==> config.mk <==
export PLATFORM = sky130hd
export DESIGN_NAME = prog_loader
export DESIGN_NICKNAME = d
export VERILOG_FILES = /design/src/rtl/prog_loader.sv
export SDC_FILE = /design/constraint.sdc
export NUM_CORES = 1
export LEC_CHECK = 0
export CORE_ASPECT_RATIO = 1.5
export CORE_MARGIN = 2
export CORE_UTILIZATION = 32
export DETAILED_ROUTE_END_ITERATION = 12
export PLACE_DENSITY_LB_ADDON = 0.2
export RECOVER_POWER = 100
export SYNTH_ARGS = -nofsm -noshare
export SYNTH_HDL_FRONTEND = slang
export SYNTH_SLANG_ARGS = --single-unit
export TNS_END_PERCENT = 50
==> constraint.sdc <==
create_clock -name clk -period 2.7 [get_ports clk]
set_input_delay 0.675 -clock clk [delete_from_list [all_inputs] [get_ports clk]]
set_output_delay 0.675 -clock clk [all_outputs]
set_load 0.02 [all_outputs]
==> src/rtl/prog_loader.sv <==
// Boot-time program loader: streams instruction words into program memory from address 0,
// holds the core in reset during the load. Optional checksum word: define PROG_LOADER_CHECKSUM_EN.
module prog_loader #(
  parameter int ADDR_W    = 8,
  parameter int DATA_W    = 16,
  parameter int MAX_WORDS = 256,
  parameter int RST_HOLD  = 4
) (
  input  logic              clk,
  input  logic              rst,
  input  logic              in_valid,
  output logic              in_ready,
  input  logic [DATA_W-1:0] in_data,
  input  logic              in_last,
  input  logic              reload,
  output logic              pm_we,
  output logic [ADDR_W-1:0] pm_addr,
  output logic [DATA_W-1:0] pm_wdata,
  output logic              core_rst,
  output logic              load_done,
  output logic              load_err,
  output logic [ADDR_W:0]   word_count
);

  typedef enum logic [2:0] {S_IDLE, S_LOAD, S_HOLD, S_RUN, S_ERR} state_t;

  localparam logic [ADDR_W:0] MAX_CNT  = (ADDR_W+1)'(MAX_WORDS);
  localparam logic [3:0]      HOLD_INI = 4'(RST_HOLD - 1);

  state_t     state;
  logic [3:0] hold_cnt;
  logic       accept;
  logic       full;

  assign in_ready = (state == S_IDLE) || (state == S_LOAD);
  assign accept   = in_valid && in_ready;
  assign full     = (word_count == MAX_CNT);

`ifdef PROG_LOADER_CHECKSUM_EN
  logic [DATA_W-1:0] sum;
  logic [DATA_W-1:0] sum_nxt;
  assign sum_nxt = sum + in_data;
`endif

  always_ff @(posedge clk) begin
    if (rst) begin
      state      <= S_IDLE;
      hold_cnt   <= '0;
      core_rst   <= 1'b1;
      pm_we      <= 1'b0;
      pm_addr    <= '0;
      pm_wdata   <= '0;
      word_count <= '0;
      load_done  <= 1'b0;
      load_err   <= 1'b0;
`ifdef PROG_LOADER_CHECKSUM_EN
      sum        <= '0;
`endif
    end else begin
      pm_we <= 1'b0;
      case (state)
        S_IDLE, S_LOAD: begin
          if (accept) begin
`ifdef PROG_LOADER_CHECKSUM_EN
            // The last word is the checksum itself: never written or counted.
            if (in_last) begin
              if (sum_nxt == '0) begin
                state    <= S_HOLD;
                hold_cnt <= HOLD_INI;
              end else begin
                state    <= S_ERR;
                load_err <= 1'b1;
              end
            end else if (full) begin
              state    <= S_ERR;
              load_err <= 1'b1;
            end else begin
              pm_we      <= 1'b1;
              pm_addr    <= word_count[ADDR_W-1:0];
              pm_wdata   <= in_data;
              word_count <= word_count + 1'b1;
              sum        <= sum_nxt;
              state      <= S_LOAD;
            end
`else
            if (full) begin
              state    <= S_ERR;
              load_err <= 1'b1;
            end else begin
              pm_we      <= 1'b1;
              pm_addr    <= word_count[ADDR_W-1:0];
              pm_wdata   <= in_data;
              word_count <= word_count + 1'b1;
              if (in_last) begin
                state    <= S_HOLD;
                hold_cnt <= HOLD_INI;
              end else begin
                state    <= S_LOAD;
              end
            end
`endif
          end
        end
        S_HOLD: begin
          // HOLD lasts RST_HOLD cycles so the core sees reset well after the last write.
          if (hold_cnt == '0) begin
            state     <= S_RUN;
            core_rst  <= 1'b0;
            load_done <= 1'b1;
          end else begin
            hold_cnt <= hold_cnt - 1'b1;
          end
        end
        S_RUN, S_ERR: begin
          if (reload) begin
            state      <= S_IDLE;
            core_rst   <= 1'b1;
            pm_addr    <= '0;
            word_count <= '0;
            load_done  <= 1'b0;
            load_err   <= 1'b0;
`ifdef PROG_LOADER_CHECKSUM_EN
            sum        <= '0;
`endif
          end
        end
        default: state <= S_IDLE;
      endcase
    end
  end

endmodule
# Yosys cells after proc, flatten, opt, wreduce, memory -nomap -nowiden
# Index checks and enable logic that the tools add are counted.
# classes
addsub,2
muxes,29
reduce_logical,16
eq_ne,12
bitwise_logic,3
# ops
operator,n
$mux W9,3
$mux W8,3
$pmux W9 S2,1
$mux W4,4
$pmux W8 S2,1
$ne A2 B2 Y1 const B,7
$mux W3,4
$add A9 B1 Y9 const B,1
$eq A9 B9 Y1 const B,1
$pmux W3 S3,1
$reduce_and A3 Y1,3
$pmux W4 S2,1
$reduce_and A4 Y1,2
$mux W1,7
$eq A3 B2 Y1 const B,2
$pmux W1 S2,3
$reduce_bool A2 Y1,3
$reduce_and A5 Y1,1
$logic_not A4 Y1,1
$reduce_or A2 Y1,2
$sub A4 B1 Y4 const B,1
$eq A3 B1 Y1 const B,1
$eq A3 B3 Y1 const B,1
$logic_not A3 Y1,1
5 further kinds,7
# totals
in_bits,21
output_inout_bits,38
ff_bits,44
elab_cells,71

# Longest topological paths before layout
# Gate-level depths: netlist of run 1.
# depth
word_depth,5
depth_mapped,8
depth_no_buf,6

# Worst setup path before layout of run 1
# Ideal clock, no wire load.
# synth_path
kind,register to register
startpoint,register word_count[0]
endpoint,register word_count[5]
setup_ns,0.091
required_time_ns,2.609
t_arrival_ns,1.724
path_buffers,1
path_slack_ns,0.885
synth_period_minus_slack_ns,1.815
path_stages_with_launch,8
cell_sequence,dfxtp_1 inv_1 ha_1 nor4bb_1 a211oi_2 buf_4 a21oi_1 a311oi_1
# synth_via
elab_chain_len,4
word_cells_on_any_way,7
classes_between,add/sub: 1; eq/ne: 2; mux: 3; reduce/logical: 1
# synth_rtl
item,line,source
from (decl),22,output logic [ADDR_W:0] word_count
from (signal assigned),93,word_count <= word_count + 1'b1;
$add A9 B1 Y9,93,
$mux W9,86,if (full) begin
$mux W9,63,if (accept) begin
$pmux W9 S2,61,case (state)
# Several ways; a longest one is shown, not always the timed one. The select of a mux whose other input is x is not followed.
# A chain may end at the register's enable or synchronous reset.

# Worst setup path after layout of run 1
# layout_path
startpoint,register state[1]
endpoint,output in_ready
# layout_via
elab_chain_len,2
word_cells_on_any_way,3
classes_between,eq/ne: 1; reduce/logical: 2
# layout_rtl
item,line,source
from (decl),30,state_t state;
from (signal assigned),47,state <= S_IDLE;
from (signal assigned),87,state <= S_ERR;
from (signal assigned),95,state <= S_HOLD;
$eq A3 B1 Y1 or $logic_not A3 Y1 (tied branches),35,assign in_ready = (state == S_IDLE) || (state == S_LOAD);
$logic_or A1 B1 Y1 (*),35,
to (decl),12,"output logic in_ready,"
# Every way passes the cells marked *; elsewhere a longest branch is shown, timed or not.

==> flow_metrics.tcl, run 1 <==
set metrics [dict create \
    synth_cells 240 \
    worst_ep_arrival_time_ns 1.82 \
    ys_warn_count 0 \
    path_cells "or2_1, inv_1, clkdlybuf4s50_1" \
    design_area_um2 2720 \
    end_kind "output pin" \
    yosys.area.top_type "dfxtp_1" \
    pwr-share-comb 0.167 \
    grt_pass1_vias 1771 \
    synthTopCellsByCount "nand2_1 (51), dfxtp_1 (44), a21oi_1 (32)" \
    port_buffers 58 \
    top_layer_used "met4" \
    dr.pass1.iters 4 \
    fmax_mhz 400 \
    min_path_type "register to register" \
    clkSinkCount 44 \
    p_sw_frac 0.274 \
    yosys_most_used_dff "dfxtp_1" \
    grt_max_degree 28 \
    powerDensity_nw_per_um2 499 \
    clkPwrFrac 0.319 \
    cp_max_fo 9 \
    fin_crit_sh 0.926 \
    hold_depth 2 \
    crit_type "register to output pin" \
    clk_latency_ns 0.29 \
    drc 0 \
    dr_wl_met2_mm 2.49 \
    setup_violations 0 \
    design.core.area_um2 6090 \
    path_buf_inv 2 \
    r2r_cells 8 \
    rows 35 \
    p_seq_frac 0.514 \
    grt_use_total 0.152 \
    slew_headroom 0.459 \
    grt_overflow 0 \
    area_growth_pct 36.9 \
    htree_levels 2 \
    clockRootBuffer "clkbuf_8" \
    worstSetupPathDepth 3 \
    ys_types 49 \
    crit_required_ns 2.03 \
    n_antenna_cell 0 \
    hold_viol_final 0 \
    die_x_um 68.4 \
    gp_congestion 0.762 \
    post-route-min-period_ns 2.50 \
    cts_buffer_depth 2 \
    status "finished clean" \
    synthArstFlopShare 0 \
    ir_drop_mv 0.365 \
    rsz0062_at_grt "no" \
    cts_post_setup_buffers_inserted 0 \
    synth_most_common_cell "nand2_1" \
    routedWlPerCell_um 13.3 \
    n_fill_cell 613 \
    synth_top_cell_area_share 0.443 \
    post_cts_resized 0 \
    synthTopCellsByArea "dfxtp_1 (44%), nand2_1 (9.6%), a21oi_1 (8.1%)" \
    finalSetupTns_ns 0 \
    start_util 0.327 \
    p_leak_nw 1.05 \
    via_per_inst 5.11 \
    cts_tree "built" \
    syn-num-nets 264 \
    synth_edf_count 0 \
    wl_met3_um 319 \
    cp_top_family "buffers and inverters" \
    ys_seq_area_frac 0.443 \
    antenna_found_initial 0 \
    layout.nets 323 \
    cts_made_buffers 5 \
    ys_ff_latch 44 \
    avgSynthCellArea_um2 8.29 \
    finalWirelength_mm 4.99 \
    skew_ns 0.00345 \
    ctsHoldBuffers 0 \
    slowest_stage "clkdlybuf4s50_1" \
    grt_pass1_wl_mm 8.16 \
    dpl-instance-area_um2 2660 \
    antenna_left 0 \
    slowest_delay_ns 0.62 \
    intPower_uw 987 \
    syn_area_um2 1990 \
    tightest_slew_ns 0.809 \
    met1Wirelength_mm 2.12 \
    finalMaxSlewViolations 0 \
    dr.first_iter.drc_count 52 \
    io_pins 59 \
    path_clk_slew_ns 0.08 \
    dp_hpwl_mm 3.59 \
    die_height_um 101 \
    p_sw_uw 372 \
    drive_gt1_frac 0.0800 \
    max_cap_viol_count 0 \
    num_vias 1911 \
    die_area_um2 6880 \
    cp-start-kind "register" \
]
## metal layers
metal | vias up | GRT usage
li1 | 965 | -
met5 | - | 0
met2 | 53 | 0.255
met3 | 5 | 0.0458
met4 | 0 | 0.0462
met1 | 888 | 0.182
## state kept, by name, summed over array words and instances, names as in the netlist
signal / count
pm_we: 1
pm_wdata: 16
core_rst: 1
word_count: 9
state: 3
load_err: 1
load_done: 1
hold_cnt: 4
pm_addr: 8
## final timing paths
check                                   start  slack (ns)          to
worst min register to register       core_rst        0.44    core_rst
worst max register to register  word_count[0]        0.38  pm_addr[6]
worst max-delay path                 state[1]        0.20    in_ready
worst min-delay path                 core_rst        0.44    core_rst
## area by class of cell
type | count | area [um^2] | area share
clock inverters | 1 | 7.51 | 0.00276
inverters | 9 | 33.8 | 0.0124
multi-input cells | 172 | 985 | 0.362
repair buffers | 67 | 638 | 0.234
well taps | 74 | 92.6 | 0.0340
clock buffers | 7 | 86.3 | 0.0317
flip-flops and latches | 44 | 881 | 0.323
## cell families after synthesis
logic type      synth area share
flops                      0.443
buf+inv                   0.0579
fa+ha+maj                 0.0189
compound gates             0.226
simple gates               0.254
## worst min-delay path, delay by kind of cell, from the launching register on
kind             cells  cell delay, ns
DFF                  1            0.31
and+or+nand+nor      2            0.09
## power by group through the flow
stage | clock, mW | combinational [mW] | sequential [mW]
global placement | 0 | 0.240 | 0.715
detailed placement | 0 | 0.242 | 0.716
global route | 0.478 | 0.250 | 0.704
CTS | 0.446 | 0.243 | 0.700
finish | 0.433 | 0.227 | 0.699
floorplan | 0 | 0.110 | 0.740
## cell usage in the layout, fill, tap and decap left out, types with 2 or more instances in the layout
cell type	count
dlygate4sd3_1	39
dfxtp_1	44
a211oi_1	5
clkdlybuf4s50_1	19
ha_1	3
nor4_1	4
o21ai_0	10
nand2b_1	3
o21ai_1	4
nor2_1	5
inv_1	9
nor3b_1	4
or2_2	2
nand2_1	51
a31oi_1	4
or3_1	5
o21a_1	2
a311oi_1	4
buf_4	6
clkbuf_8	6
nor3_1	3
a21oi_1	32
clkbuf_1	3
nand3_1	5
## stage by stage
step | total power, mW | setup WS [ns] | cells | utilization | hold slack, ns
2_1_floorplan | 0.850 | 0.885 | 240 | - | 0.468
3_3_place_gp | 0.955 | 0.340 | 366 | 0.436 | 0.429
3_5_place_dp | 0.957 | 0.296 | 366 | 0.436 | 0.434
4_1_cts | 1.39 | 0.157 | 374 | 0.452 | 0.447
5_1_grt | 1.43 | 0.109 | 374 | 0.447 | 0.470
6_report | 1.36 | 0.200 | 374 | 0.447 | 0.441
Power figures use the tool's default switching activity.
==> run 2: changes to the inputs <==
--- a/config.mk
+++ b/config.mk
@@ -6,8 +6,7 @@
 export NUM_CORES = 1
 export LEC_CHECK = 0
 export CORE_ASPECT_RATIO = 1.5
-export CORE_MARGIN = 2
-export CORE_UTILIZATION = 32
+export CORE_UTILIZATION = 45
 export DETAILED_ROUTE_END_ITERATION = 12
 export PLACE_DENSITY_LB_ADDON = 0.2
 export RECOVER_POWER = 100
==> constraint.sdc (replaced) <==
create_clock -name clk -period 3.1 [get_ports clk]
set_input_delay 0.775 -clock clk [delete_from_list [all_inputs] [get_ports clk]]
set_output_delay 0.775 -clock clk [all_outputs]
set_load 0.02 [all_outputs]
==> run 2 against run 1 <==
Power fell by 3.5%; sequential power fell by 13%; clock-buffer cell count fell by 2; clock power rose by 17%; largest cell class unchanged.
==> flow_metrics.tcl, run 2 (synthesis results as in run 1) <==
set metrics [dict create \
    p_sw_frac 0.242 \
    worst_ep_arrival_time_ns 2.87 \
    post_cts_resized 0 \
    cts_buffer_depth 2 \
    gp_congestion 0.880 \
    rows 29 \
    grt_use_total 0.211 \
    clkSinkCount 44 \
    num_vias 1916 \
    fin_crit_sh 0.889 \
    post-route-min-period_ns 2.76 \
    p_sw_uw 317 \
    setup_violations 0 \
    r2r_cells 7 \
    clk_latency_ns 0.29 \
    io_pins 59 \
    tightest_slew_ns 1.14 \
    ir_drop_mv 0.471 \
    max_flop_register "pm_wdata" \
    drc 0 \
    grt_overflow 0 \
    cts_tree "built" \
    grt_pass1_vias 1823 \
    slew_headroom 0.242 \
    hold_depth 2 \
    path_clk_slew_ns 0.08 \
    drive_gt1_frac 0.0616 \
    skew_ns 0.00275 \
    pre_cts_ws_ns 0.558 \
    cp_max_fo 26 \
    powerDensity_nw_per_um2 487 \
    antenna_found_initial 0 \
    ctsHoldBuffers 0 \
    largest_reg_flops 16 \
    power_mw 1.31 \
    finalWirelength_mm 4.65 \
    die_x_um 56.3 \
    min_path_type "register to register" \
    clkPwrFrac 0.386 \
    finalMaxSlewViolations 0 \
    cts_post_setup_buffers_inserted 0 \
    antenna_left 0 \
    die_height_um 83.4 \
    clockRootBuffer "clkbuf_8" \
    biggestRegsByFlops "pm_wdata (16), word_count (9), pm_addr (8)" \
    grt_max_degree 33 \
    pwr-share-comb 0.148 \
    layout_commonest_cell "nand2_1" \
    p_leak_nw 1.04 \
    end_kind "register" \
    crit_required_ns 3.22 \
    rsz0062_at_grt "no" \
    design.core.area_um2 4250 \
    area_growth_pct 35.3 \
    htree_levels 2 \
    layout.nets 316 \
    grt_pass1_wl_mm 8.04 \
    start_util 0.469 \
    hold_viol_final 0 \
    intPower_uw 994 \
    via_per_inst 5.67 \
    finalSetupTns_ns 0 \
    n_antenna_cell 0 \
    layout_common_cells "nand2_1 (51), dfxtp_1 (44), dlygate4sd3_1 (39)" \
    p_seq_frac 0.466 \
    die_area_um2 4700 \
    fmax_mhz 363 \
    routedWlPerCell_um 13.8 \
    dr.pass1.iters 4 \
    port_buffers 58 \
    fin_ws_ns 0.343 \
    dp_hpwl_mm 3.29 \
    dr.first_iter.drc_count 72 \
    cp-start-kind "input port" \
    status "finished clean" \
    max_cap_viol_count 0 \
    crit_type "input port to register" \
    cts_made_buffers 5 \
]
[run 2: power by group through the flow]
stage                     combinational, mW  sequential [mW]  clock (mW)
after detailed placement              0.203            0.625           0
after global routing                  0.214            0.615       0.536
after global placement                0.201            0.624           0
after floorplan                      0.0962            0.644           0
after CTS                             0.205            0.611       0.513
final                                 0.194            0.610       0.506
[run 2: layout make-up]
class                           instances  area, um^2
Sequential cell                        44         881
Inverter                                9        33.8
Clock buffer                            5        68.8
Fill cell                             383        1550
Clock inverter                          2        60.1
Tap cell                               46        57.6
Timing Repair Buffer                   60         589
Multi-Input combinational cell        172        1000
[run 2: metrics by stage]
step / hold slack [ns] / instances / area [um^2] / util
2_1_floorplan: 0.468 / 240 / 1990 / -
5_1_grt: 0.471 / 338 / 2690 / 0.634
6_report: 0.445 / 338 / 2690 / 0.634
3_3_place_gp: 0.431 / 331 / 2570 / 0.605
3_5_place_dp: 0.445 / 331 / 2570 / 0.605
4_1_cts: 0.457 / 338 / 2700 / 0.635
[run 2: worst max-delay path, cell delays in order]
cell and delay (ns):
dlygate4sd3_1 1.04, clkbuf_1 0.91, a21oi_1 0.14
[run 2: layer usage]
layer | global-route usage | part of all wire
met3 | 0.0514 | 0.051
met4 | 0.0865 | 0.021
met5 | 0 | 0
met2 | 0.356 | 0.50
met1 | 0.251 | 0.43
[run 2: worst paths after layout]
check | startpoint | endpoint | slack, ns
worst min register to register | core_rst | core_rst | 0.45
worst max register to register | word_count[0] | word_count[6] | 0.66
worst max-delay path | rst | pm_addr[4] | 0.34
worst min-delay path | core_rst | core_rst | 0.45
